==> config.mk <==
export PLATFORM = sky130hd
export DESIGN_NAME = multi_duck_gen
export DESIGN_NICKNAME = d
export VERILOG_FILES = /design/src/rtl/duck_pkg.sv /design/src/rtl/duck_motion.sv /design/src/rtl/multi_duck_gen.sv
export SDC_FILE = /design/constraint.sdc
export NUM_CORES = 1
export LEC_CHECK = 0
export CORE_MARGIN = 2
export CORE_UTILIZATION = 40
export CTS_CLUSTER_DIAMETER = 120
export CTS_CLUSTER_SIZE = 30
export DETAILED_ROUTE_END_ITERATION = 8
export PLACE_DENSITY = 0.6
export SYNTH_ARGS = -nofsm -noshare
export SYNTH_HDL_FRONTEND = slang
export SYNTH_HIERARCHICAL = 1
export SYNTH_SLANG_ARGS = --single-unit
==> constraint.sdc <==
create_clock -name clk -period 3.7 [get_ports clk]
set_input_delay 0.74 -clock clk [delete_from_list [all_inputs] [get_ports clk]]
set_output_delay 0.74 -clock clk [all_outputs]
set_load 0.05 [all_outputs]
==> src/rtl/duck_pkg.sv <==
`default_nettype none
// ============================================================================
//  Module   : duck_pkg
//  Brief    : Shared state encodings, colour constants and box-test helper
//             for the multi-duck light-gun target generator.
//  Revision : 1.0  initial release
// ============================================================================
package duck_pkg;

    // Per-duck life cycle
    typedef logic [1:0] duck_state_t;
    localparam duck_state_t c_DUCK_FLYING = 2'd0;
    localparam duck_state_t c_DUCK_HIT    = 2'd1;
    localparam duck_state_t c_DUCK_LANDED = 2'd2;

    // Light-gun sequencer
    typedef logic [1:0] gun_state_t;
    localparam gun_state_t c_GUN_IDLE  = 2'd0;
    localparam gun_state_t c_GUN_BLACK = 2'd1;
    localparam gun_state_t c_GUN_FLASH = 2'd2;
    localparam gun_state_t c_GUN_HELD  = 2'd3;

    // 6-bit RRGGBB colours
    localparam logic [5:0] c_RGB_BLACK  = 6'b000000;
    localparam logic [5:0] c_RGB_WHITE  = 6'b111111;
    localparam logic [5:0] c_RGB_FLYING = 6'b110000;
    localparam logic [5:0] c_RGB_DOWN   = 6'b001100;

    // Half-open box test; one extra bit keeps l+w from wrapping.
    function automatic logic in_box(input logic [9:0]  col,
                                    input logic [9:0]  row,
                                    input logic [9:0]  l,
                                    input logic [9:0]  t,
                                    input logic [10:0] w,
                                    input logic [10:0] h);
        return ({1'b0, col} >= {1'b0, l}) && ({1'b0, col} < ({1'b0, l} + w)) &&
               ({1'b0, row} >= {1'b0, t}) && ({1'b0, row} < ({1'b0, t} + h));
    endfunction

endpackage
`default_nettype wire

==> src/rtl/duck_motion.sv <==
`default_nettype none
// ============================================================================
//  Module   : duck_motion
//  Brief    : One duck's FLYING/HIT/LANDED state machine with bouncing,
//             falling and timed respawn. All updates happen on frame_tick.
//  Revision : 1.0  initial release
// ============================================================================
module duck_motion
    import duck_pkg::*;
#(
    parameter int IDX           = 0,
    parameter int BOX_W         = 50,
    parameter int BOX_H         = 50,
    parameter int SCR_W         = 640,
    parameter int SCR_H         = 480,
    parameter int HS            = 5,
    parameter int VS            = 2,
    parameter int LANDED_FRAMES = 60
) (
    input  logic        clk,
    input  logic        screen_reset,
    input  logic        frame_tick_i,
    input  logic        hit_i,
    output duck_state_t state_o,
    output logic [9:0]  box_l_o,
    output logic [9:0]  box_t_o
);

    localparam logic [10:0] c_X_MAX     = 11'(SCR_W - BOX_W);
    localparam logic [10:0] c_Y_MAX     = 11'(SCR_H - BOX_H);
    localparam logic [10:0] c_HS        = 11'(HS);
    localparam logic [10:0] c_VS        = 11'(VS);
    localparam logic [9:0]  c_SPAWN_L   = 10'(IDX * 2 * BOX_W);
    localparam logic        c_SPAWN_FWD = ((IDX % 2) == 0);
    localparam int          c_CW        = (LANDED_FRAMES > 1) ? $clog2(LANDED_FRAMES) : 1;
    localparam logic [c_CW-1:0] c_CNT_LAST = c_CW'(LANDED_FRAMES - 1);

    duck_state_t     state_q, state_d;
    logic [9:0]      l_q, l_d, t_q, t_d;
    logic            fwd_q, fwd_d, down_q, down_d;
    logic [c_CW-1:0] cnt_q, cnt_d;
    logic [10:0]     w_l_add, w_t_add;

    assign w_l_add = {1'b0, l_q} + c_HS;
    assign w_t_add = {1'b0, t_q} + c_VS;

    // Next-state: bounce while flying, fall when hit, count down when landed.
    always_comb begin
        state_d = state_q;
        l_d     = l_q;
        t_d     = t_q;
        fwd_d   = fwd_q;
        down_d  = down_q;
        cnt_d   = cnt_q;
        if (frame_tick_i) begin
            case (state_q)
                c_DUCK_FLYING: begin
                    if (hit_i) begin
                        state_d = c_DUCK_HIT;
                    end else begin
                        if (fwd_q) begin
                            if (w_l_add >= c_X_MAX) begin
                                l_d   = c_X_MAX[9:0];
                                fwd_d = 1'b0;
                            end else begin
                                l_d = w_l_add[9:0];
                            end
                        end else if ({1'b0, l_q} < c_HS) begin
                            l_d   = 10'd0;
                            fwd_d = 1'b1;
                        end else begin
                            l_d = l_q - c_HS[9:0];
                        end
                        if (down_q) begin
                            if (w_t_add >= c_Y_MAX) begin
                                t_d    = c_Y_MAX[9:0];
                                down_d = 1'b0;
                            end else begin
                                t_d = w_t_add[9:0];
                            end
                        end else if ({1'b0, t_q} < c_VS) begin
                            t_d    = 10'd0;
                            down_d = 1'b1;
                        end else begin
                            t_d = t_q - c_VS[9:0];
                        end
                    end
                end
                c_DUCK_HIT: begin
                    if (w_t_add >= c_Y_MAX) begin
                        t_d     = c_Y_MAX[9:0];
                        state_d = c_DUCK_LANDED;
                        cnt_d   = '0;
                    end else begin
                        t_d = w_t_add[9:0];
                    end
                end
                c_DUCK_LANDED: begin
                    if (cnt_q == c_CNT_LAST) begin
                        state_d = c_DUCK_FLYING;
                        l_d     = c_SPAWN_L;
                        t_d     = 10'd0;
                        fwd_d   = c_SPAWN_FWD;
                        down_d  = 1'b1;
                        cnt_d   = '0;
                    end else begin
                        cnt_d = cnt_q + 1'b1;
                    end
                end
                default: state_d = c_DUCK_FLYING;
            endcase
        end
    end

    // State registers; reset places the duck at its spawn point.
    always_ff @(posedge clk or posedge screen_reset) begin
        if (screen_reset) begin
            state_q <= c_DUCK_FLYING;
            l_q     <= c_SPAWN_L;
            t_q     <= 10'd0;
            fwd_q   <= c_SPAWN_FWD;
            down_q  <= 1'b1;
            cnt_q   <= '0;
        end else begin
            state_q <= state_d;
            l_q     <= l_d;
            t_q     <= t_d;
            fwd_q   <= fwd_d;
            down_q  <= down_d;
            cnt_q   <= cnt_d;
        end
    end

    assign state_o = state_q;
    assign box_l_o = l_q;
    assign box_t_o = t_q;

endmodule
`default_nettype wire

==> src/rtl/multi_duck_gen.sv <==
`default_nettype none
// ============================================================================
//  Module   : multi_duck_gen
//  Brief    : Several independent duck targets, a light-gun flash sequencer
//             that tests one duck per flash frame, a hit score and the
//             registered pixel colour mux.
//  Revision : 1.0  initial release
// ============================================================================
module multi_duck_gen
    import duck_pkg::*;
#(
    parameter int NUM_DUCKS     = 2,
    parameter int BOX_W         = 50,
    parameter int BOX_H         = 50,
    parameter int SCR_W         = 640,
    parameter int SCR_H         = 480,
    parameter int HS_BASE       = 5,
    parameter int VS_BASE       = 2,
    parameter int LANDED_FRAMES = 60
) (
    input  logic       clk,
    input  logic       screen_reset,
    input  logic       frame_tick,
    input  logic       valid,
    input  logic [9:0] col,
    input  logic [9:0] row,
    input  logic       trigger,
    input  logic       detect,
    input  logic [5:0] bg_rgb,
    output logic [5:0] rgb,
    output logic [7:0] score,
    output logic       flash_active
);

    localparam logic [1:0] c_LAST_FIDX = 2'(NUM_DUCKS - 1);

    gun_state_t gun_q, gun_d;
    logic [1:0] fidx_q, fidx_d;
    logic       latch_q, latch_d;
    logic [7:0] score_q, score_d;
    logic [5:0] rgb_q, rgb_d;

    duck_state_t          w_duck_state [NUM_DUCKS];
    logic [9:0]           w_box_l      [NUM_DUCKS];
    logic [9:0]           w_box_t      [NUM_DUCKS];
    logic [NUM_DUCKS-1:0] w_in_box, w_flying, w_sel, w_hit;
    logic                 w_flash_hit, w_sel_flying, w_sel_lit;

    // A flash frame ends with a hit if the photodiode saw light at any point.
    assign w_flash_hit  = frame_tick && (gun_q == c_GUN_FLASH) && (latch_q || detect);
    assign w_sel_flying = |(w_sel & w_flying);
    assign w_sel_lit    = |(w_sel & w_flying & w_in_box);

    for (genvar k = 0; k < NUM_DUCKS; k++) begin : g_duck
        duck_motion #(
            .IDX           (k),
            .BOX_W         (BOX_W),
            .BOX_H         (BOX_H),
            .SCR_W         (SCR_W),
            .SCR_H         (SCR_H),
            .HS            (HS_BASE + k),
            .VS            (VS_BASE + k),
            .LANDED_FRAMES (LANDED_FRAMES)
        ) u_duck (
            .clk          (clk),
            .screen_reset (screen_reset),
            .frame_tick_i (frame_tick),
            .hit_i        (w_hit[k]),
            .state_o      (w_duck_state[k]),
            .box_l_o      (w_box_l[k]),
            .box_t_o      (w_box_t[k])
        );
        assign w_sel[k]    = (fidx_q == 2'(k));
        assign w_flying[k] = (w_duck_state[k] == c_DUCK_FLYING);
        assign w_hit[k]    = w_flash_hit && w_sel[k];
        assign w_in_box[k] = in_box(col, row, w_box_l[k], w_box_t[k],
                                    11'(BOX_W), 11'(BOX_H));
    end

    // Gun sequencer, detect latch and saturating score.
    always_comb begin
        gun_d   = gun_q;
        fidx_d  = fidx_q;
        latch_d = latch_q;
        score_d = score_q;
        if ((gun_q == c_GUN_FLASH) && detect) begin
            latch_d = 1'b1;
        end
        if (frame_tick) begin
            latch_d = 1'b0;
            case (gun_q)
                c_GUN_IDLE: begin
                    if (trigger) gun_d = c_GUN_BLACK;
                end
                c_GUN_BLACK: begin
                    gun_d  = c_GUN_FLASH;
                    fidx_d = 2'd0;
                end
                c_GUN_FLASH: begin
                    if (w_flash_hit && w_sel_flying && (score_q != 8'hFF)) begin
                        score_d = score_q + 8'd1;
                    end
                    if (fidx_q < c_LAST_FIDX) begin
                        fidx_d = fidx_q + 2'd1;
                    end else begin
                        gun_d = c_GUN_HELD;
                    end
                end
                c_GUN_HELD: begin
                    if (!trigger) gun_d = c_GUN_IDLE;
                end
                default: gun_d = c_GUN_IDLE;
            endcase
        end
    end

    // Pixel colour: lowest duck index is painted last so it wins overlaps.
    always_comb begin
        rgb_d = bg_rgb;
        for (int k = NUM_DUCKS - 1; k >= 0; k--) begin
            if (w_in_box[k]) begin
                rgb_d = w_flying[k] ? c_RGB_FLYING : c_RGB_DOWN;
            end
        end
        if (gun_q == c_GUN_BLACK) begin
            rgb_d = c_RGB_BLACK;
        end else if (gun_q == c_GUN_FLASH) begin
            rgb_d = w_sel_lit ? c_RGB_WHITE : c_RGB_BLACK;
        end
        if (!valid) begin
            rgb_d = c_RGB_BLACK;
        end
    end

    // Registered state for gun, score and pixel output.
    always_ff @(posedge clk or posedge screen_reset) begin
        if (screen_reset) begin
            gun_q   <= c_GUN_IDLE;
            fidx_q  <= 2'd0;
            latch_q <= 1'b0;
            score_q <= 8'd0;
            rgb_q   <= c_RGB_BLACK;
        end else begin
            gun_q   <= gun_d;
            fidx_q  <= fidx_d;
            latch_q <= latch_d;
            score_q <= score_d;
            rgb_q   <= rgb_d;
        end
    end

    assign rgb          = rgb_q;
    assign score        = score_q;
    assign flash_active = (gun_q == c_GUN_BLACK) || (gun_q == c_GUN_FLASH);

endmodule
`default_nettype wire

# Word level (Yosys, flattened, before mapping)
# Index checks and enable logic that the tools add are counted.
# classes
mux,76
n_bitwise,2
n_lt_le_gt_ge,17
eq_ne,23
add_sub_neg,16
reduce_logical,40
# ops
cell,n
$mux W10,19
$mux W6,12
$pmux W10 S3,2
$add A10 B6 Y11 const B,4
$lt A10 B11 Y1,4
$ge A10 B10 Y1,4
$pmux W10 S2,2
$reduce_and A4 Y1,7
$pmux W6 S2,2
$add A10 B2 Y11 const B,2
$add A10 B3 Y11 const B,2
$ge A11 B10 Y1 const B,2
$ge A11 B9 Y1 const B,2
$mux W1,21
$lt A10 B2 Y1 const B,2
$lt A10 B3 Y1 const B,2
$mux W2,10
$sub A10 B2 Y10 const B,2
$sub A10 B3 Y10 const B,2
$ne A2 B1 Y1 const B,7
$logic_and A1 B1 Y1,13
$add A6 B1 Y6 const B,2
$eq A6 B6 Y1 const B,2
$pmux W2 S3,2
17 further kinds,45
# totals
out_inout_bits,15
elab_cells,191
regBits,79
in_bits,32

# Longest topological paths before layout
# logic_depth
word_depth,11
depth_mapped,13
ltp_nobuf,13

# By module
# Netlist, hierarchy kept.
# by_module_without_submodules
mod,n_inst,area_each_um2,cells_per_inst,seq_area_each_um2
multi_duck_gen,1,3319.4,383,475.5
duck_motion (g_duck[0].u_duck),1,2776.4,351,753.2
duck_motion (g_duck[1].u_duck),1,2491.1,304,730.7

# Least setup slack after synthesis
# No wires, ideal clock.
# synth_timing
kind,register -> register
start,register g_duck[0].u_duck.l_q[1]
end,"register rgb_q[2], in the netlist rgb[2]"
t_required_ns,3.576
slack_ns,0.709
path_stages_with_launch,14
arrival_time_ns,2.867
n_path_buf,0
synth_period_minus_slack_ns,2.991
setup_ns,0.124
cell_sequence,dfrtp_1 -> ha_1 -> a21oi_1 -> nand2_1 -> nand4_1 -> xnor2_1 -> ha_1 -> a21o_1 -> o21ai_0 -> o221a_2 -> o311ai_4 -> or3_4 -> a31o_4 -> o31a_1
# synth_via
elab_chain_len,11
word_cells_on_any_way,13
cone_classes,add/sub: 1; order compare: 2; mux: 5; bitwise: 1; reduce/logical: 4
# synth_rtl
element,line_no,rtl
"start, declared",duck_motion.sv:39,"logic [9:0] l_q, l_d, t_q, t_d;"
"start signal, assigned",duck_motion.sv:119,l_q <= c_SPAWN_L;
"start signal, assigned",duck_motion.sv:126,l_q <= l_d;
$add A10 B6 Y11,duck_pkg.sv:36,"return ({1'b0, col} >= {1'b0, l}) && ({1'b0, col} < ({1'b0, l} + w)) &&"
$lt A10 B11 Y1,duck_pkg.sv:36,
$logic_and A1 B1 Y1 (*) (2 in series),duck_pkg.sv:36,
$logic_and A1 B1 Y1 (*),duck_pkg.sv:37,"({1'b0, row} >= {1'b0, t}) && ({1'b0, row} < ({1'b0, t} + h));"
$and A2 B2 Y2,multi_duck_gen.sv:52,assign w_sel_lit = |(w_sel & w_flying & w_in_box);
$reduce_or A2 Y1,multi_duck_gen.sv:52,
$mux W6,multi_duck_gen.sv:128,rgb_d = w_sel_lit ? c_RGB_WHITE : c_RGB_BLACK;
$mux W6 (*),multi_duck_gen.sv:127,end else if (gun_q == c_GUN_FLASH) begin
$mux W6 (*),multi_duck_gen.sv:125,if (gun_q == c_GUN_BLACK) begin
$mux W6 (*),multi_duck_gen.sv:130,if (!valid) begin
via rgb_d[2],multi_duck_gen.sv:41,"logic [5:0] rgb_q, rgb_d;"
"end signal, assigned",multi_duck_gen.sv:142,rgb_q <= c_RGB_BLACK;
"end signal, assigned",multi_duck_gen.sv:148,rgb_q <= rgb_d;
"end, declared",multi_duck_gen.sv:41,
# Mark *: on every way through the listed nets, which the timed path passes. The rest lies on a longest branch.
# A chain may end at the register's enable or synchronous reset.

# Worst setup path after layout
# layout_timing
start,register g_duck[1].u_duck.t_q[2]
end,"register rgb_q[5], in the netlist rgb[5]"
# layout_via
elab_chain_len,9
word_cells_on_any_way,13
cone_classes,add/sub: 1; order compare: 2; mux: 6; bitwise: 1; reduce/logical: 3
# layout_rtl
element,line_no,rtl
"start, declared",duck_motion.sv:39,
"start signal, assigned",duck_motion.sv:127,t_q <= t_d;
$add A10 B6 Y11 / $ge A10 B10 Y1 (equally long branches),duck_pkg.sv:37,
$lt A10 B11 Y1 / $logic_and A1 B1 Y1 (equally long branches),"duck_pkg.sv:37, duck_pkg.sv:36",
$logic_and A1 B1 Y1 (*),duck_pkg.sv:37,
$and A2 B2 Y2,multi_duck_gen.sv:52,
$reduce_or A2 Y1,multi_duck_gen.sv:52,
$mux W6,multi_duck_gen.sv:128,
$mux W6 (*),multi_duck_gen.sv:127,
$mux W6 (*),multi_duck_gen.sv:125,
$mux W6 (*),multi_duck_gen.sv:130,
via rgb_d[5],multi_duck_gen.sv:41,
# Marks and branches as above.

==> flow_results.org <==
** Clock tree
- Clock-pin slew was measured on the worst setup and hold paths at 0.07 ns.
- The clock drives 78 sinks.
- Skew-Pair Late Insertion Delay :: 0.35 ns
- After clock tree synthesis, the flow added hold-fix buffers numbering 0.
- TritonCTS built the clock tree.
- Post-CTS timing repair inserted 0 buffers for setup.
- In this run, CTS created clock tree buffers numbering 9.
- Number of H-tree levels :: 3
- Post-CTS repair changed the size of 0 cells.
- The clock passes through at most 2 buffers.
- Root buffer cell :: clkbuf_16

** Layout
- The filler cells instantiated in the layout total 2080.
- Cells with a size suffix above 1 make up 8.680% of the layout.
- The multi-input combinational cells in the finished layout cover a total of 6078 um^2.
- The net count of the finished layout is 1217.
- 0 antenna diodes ended up in the layout.
- Relative to the synthesized area, the layout overhead comes to 12.62%.
- The sequential cells in the finished layout cover a total of 1959 um^2.

** Logic synthesis
- Sorting the synthesized cells by area gives the leading types as dfrtp_1 (21%), ha_1 (16%), xnor2_1 (4.2%), a21oi_1 (3.6%), o21ai_0 (3.5%).
- The synthesized design contains 0 enable-type register cells.
- After synthesis, flip-flops and latches occupy 22.82% of the total area.
- Of the post-synthesis cell area, the dominant cell type holds 20.98%.
- The cell area that synthesis handed to floorplanning was 8587 um^2.
- Synth Area per Inst :: 8.273 um^2
- Number of distinct library cells after synthesis :: 93
- The Yosys step of the flow raised 6 warnings.
- Synthesis inferred 78 register bits.
- Top cell types by occurrence after synthesis :: ha_1 (107), inv_1 (79), nand2_1 (74), dfrtp_1 (72), nor2_1 (64)
- Most used standard cell by instance count after synthesis :: ha_1
- Synthesis produced a netlist with a net count of 1177.
- Number of standard cells after synthesis :: 1038
- In the synthesized netlist the dominant register cell turns out to be dfrtp_1.
- Counting flops with an async set or reset pin after synthesis yields a share of 100.0%.
- Post-synth top area cell :: dfrtp_1

** Routing
- Routed wire length :: 22260 um
- DRC violation count after routing :: 0
- After detailed routing, the number of vias per cell comes to 5.805.
- In the final routed layout, each cell accounts on average for 16.39 um.
- Via count :: 7883
- Initial DRC Count :: 388
- For this run, the detailed router's first-pass iteration total came to 5.
- Post-route antenna net violation count :: 0

** Power
- In this run the static leakage power is 0.004090 uW.
- The worst-case IR drop observed on VDD is 262.4 uV.
- Overall power consumption after layout is estimated at 7510 uW.
- Power spread over the standard cell area amounts to 776.5 nW/um^2.

** Worst setup path
- Among all stages on the critical path, the largest delay is contributed by a311oi_1.
- Most numerous cell on the critical path :: ha_1
- At the worst endpoint, the arrival time is 3.57 ns.
- Max Fanout on Critical Path :: 8
- The critical path is of the flop to flop type.
- Crit-path max cell delay :: 0.54 ns
- Data on the critical path is required at its endpoint by 3.89 ns.
- Number of cells traversed by the worst register-to-register path :: 13
- Cell-by-cell trace of the critical path :: ha_1 > a21oi_1 > nand2_1 > nand4_1 > xnor2_1 > ha_1 > o211ai_1 > a211o_1 > a41o_1 > a32oi_1 > nor4_4 > a311oi_1 > a221oi_1
- Critical Path Start Type :: flop
- Critical Path Sink Type :: flop

** STA
- Unrepaired setup endpoints after global routing :: false
- Setup violation total in the final timing report :: 0
- Final max-slew violation count :: 0
- Slew of the pin with the lowest slew margin :: 0.8311 ns
- The final count of hold timing violations is 0.
- Peak Freq :: 296.1 MHz
- Across the routed clock network, the largest skew measured is 0.007176 ns.
- Slew Limit Headroom :: 44.54%
- Post-route setup TNS :: 0 ns
- Share of the clock period used by the worst path :: 91.27%
- Final critical path time including I/O delays and setup :: 3.377 ns

** Floorplanning
- Die Outline Area :: 22650 um^2
- The die is 150.5 um wide.
- Rows :: 53
- In this run the standard cell core region covers 21020 um^2.
- DIE HEIGHT :: 150.5 um
- The initial utilization of the core area, before any placement, comes to 40.85%.
- I/O pin total :: 47

** Outcome
- Result of the run :: finished, final reports clean

** Run
- The tool flagged a number of max-cap violations equal to 0.

** GRT
- GRT Overall Usage :: 20.04%
- Leftover overflow at the end of global routing :: 0
- Pin count of the biggest net entering global routing :: 33
- The via count of the first global-routing pass came to 7506.
- Wire length of the first global-routing pass :: 36880 um
- The number of antenna violations at the first check in global routing was 1.

** Worst hold path
- Number of instances on the worst hold path :: 1
- Min-delay worst type :: flop to flop

** Placement
- Input/output buffers :: 46
- The HPWL after detailed placement is 16910 um.
- Weighted congestion at the end of routability-driven global placement :: 0.8782
## metrics by stage
stage | util (%) | hold WS [ns] | instances | setup slack, ns | instance area (um^2)
floorplan | - | 0.4567 | 1038 | 0.7091 | 8587
global placement | 44.55 | 0.4768 | 1342 | 0.2659 | 9364
detailed placement | 44.55 | 0.4847 | 1342 | 0.2366 | 9364
CTS | 46.00 | 0.4929 | 1358 | 0.3391 | 9671
global route | 46.00 | 0.5308 | 1358 | 0.08262 | 9671
finish | 46.00 | 0.4931 | 1358 | 0.3232 | 9671
## path summary, 6_finish.rpt
path | endpoint | from | slack (ns)
worst max-delay path | rgb[5] | g_duck[1].u_duck/box_t_o[2] | 0.32
worst min-delay path | score[4] | score[4] | 0.49
worst max register to register | rgb[5] | g_duck[1].u_duck/box_t_o[2] | 0.32
worst min register to register | score[4] | score[4] | 0.49
max in group asynchronous | rgb[2] | screen_reset | 2.31
min in group asynchronous | g_duck[0].u_duck/box_l_o[1] | screen_reset | 0.88
## placed cells by master, fill, tap and decap left out, types with 8 or more instances in the layout
cell             instances
inv_1                   79
a22o_1                   9
o211ai_1                 9
dfrtp_1                 72
and3_1                  20
o21ai_1                 14
nor3b_1                  8
o2111ai_1                9
buf_4                   29
ha_1                   107
a211oi_1                 9
o21a_1                   9
clkbuf_16                9
a31oi_1                 29
xnor2_1                 41
nor4_1                  13
o31ai_1                 13
a21oi_1                 61
nand3_1                 30
xor2_1                  10
clkdlybuf4s50_1         46
nor3_1                  33
a21o_1                  17
nand4_1                 15
o21ai_0                 60
nand2_1                 74
nand2b_1                10
mux2i_1                  9
and2_1                  10
nor2_1                  64
or3_1                    9
## layer usage
metal  track usage [%]  up-vias  part of all wire [%]
li1                  -     3977                     -
met1             26.34     3759                    47
met2             34.89      124                    49
met3             2.636       21                   2.8
met4             4.575        2                   1.1
met5                 0        -                 0.036
## registers in the layout, indices dropped and copies added (netlist names)
register / count
g_duck.u_duck/box_t_o: 20
g_duck.u_duck/box_l_o: 19
g_duck.u_duck/cnt_q: 12
score: 8
rgb: 6
g_duck.u_duck/state_o: 4
fidx_q: 2
g_duck.u_duck/down_q: 2
g_duck.u_duck/fwd_q: 2
gun_q: 2
latch_q: 1
## where the power goes
| group | internal [uW] | total (uW) | switching, uW |
|---|---|---|---|
| clock network | 545 | 934 | 389 |
| registers | 1170 | 1640 | 467 |
| logic | 2010 | 4940 | 2930 |
## cell families after synthesis
| group | synth area share [%] |
|---|---|
| AOI/OAI and AO/OA | 27.47 |
| other | 0.04367 |
| xor gates and xnor gates | 5.202 |
| and+or+nand+nor | 20.65 |
| DFF | 22.82 |
| buffers and inverters | 6.397 |
| muxes | 1.836 |
| adders and majority gates | 15.59 |
## worst max-delay path: cells and delay by family, from the launching register on
kind | cells | cell delay, ns
adder cells (fa/ha/maj) | 2 | 0.53
flip-flops | 1 | 0.44
AO/OA/AOI/OAI | 7 | 1.83
AND/OR/NAND/NOR | 3 | 0.36
XOR/XNOR | 1 | 0.08
## area by class of cell
cell class	instances	share of cell area, %
tap	275	3.558
timing repair buffer	75	7.013
clock buffer	10	2.471
inverter	81	3.144
clock inverter	6	0.6987
multi-input combinational	833	62.85
sequential	78	20.26
(Power assumes the default switching activity.)
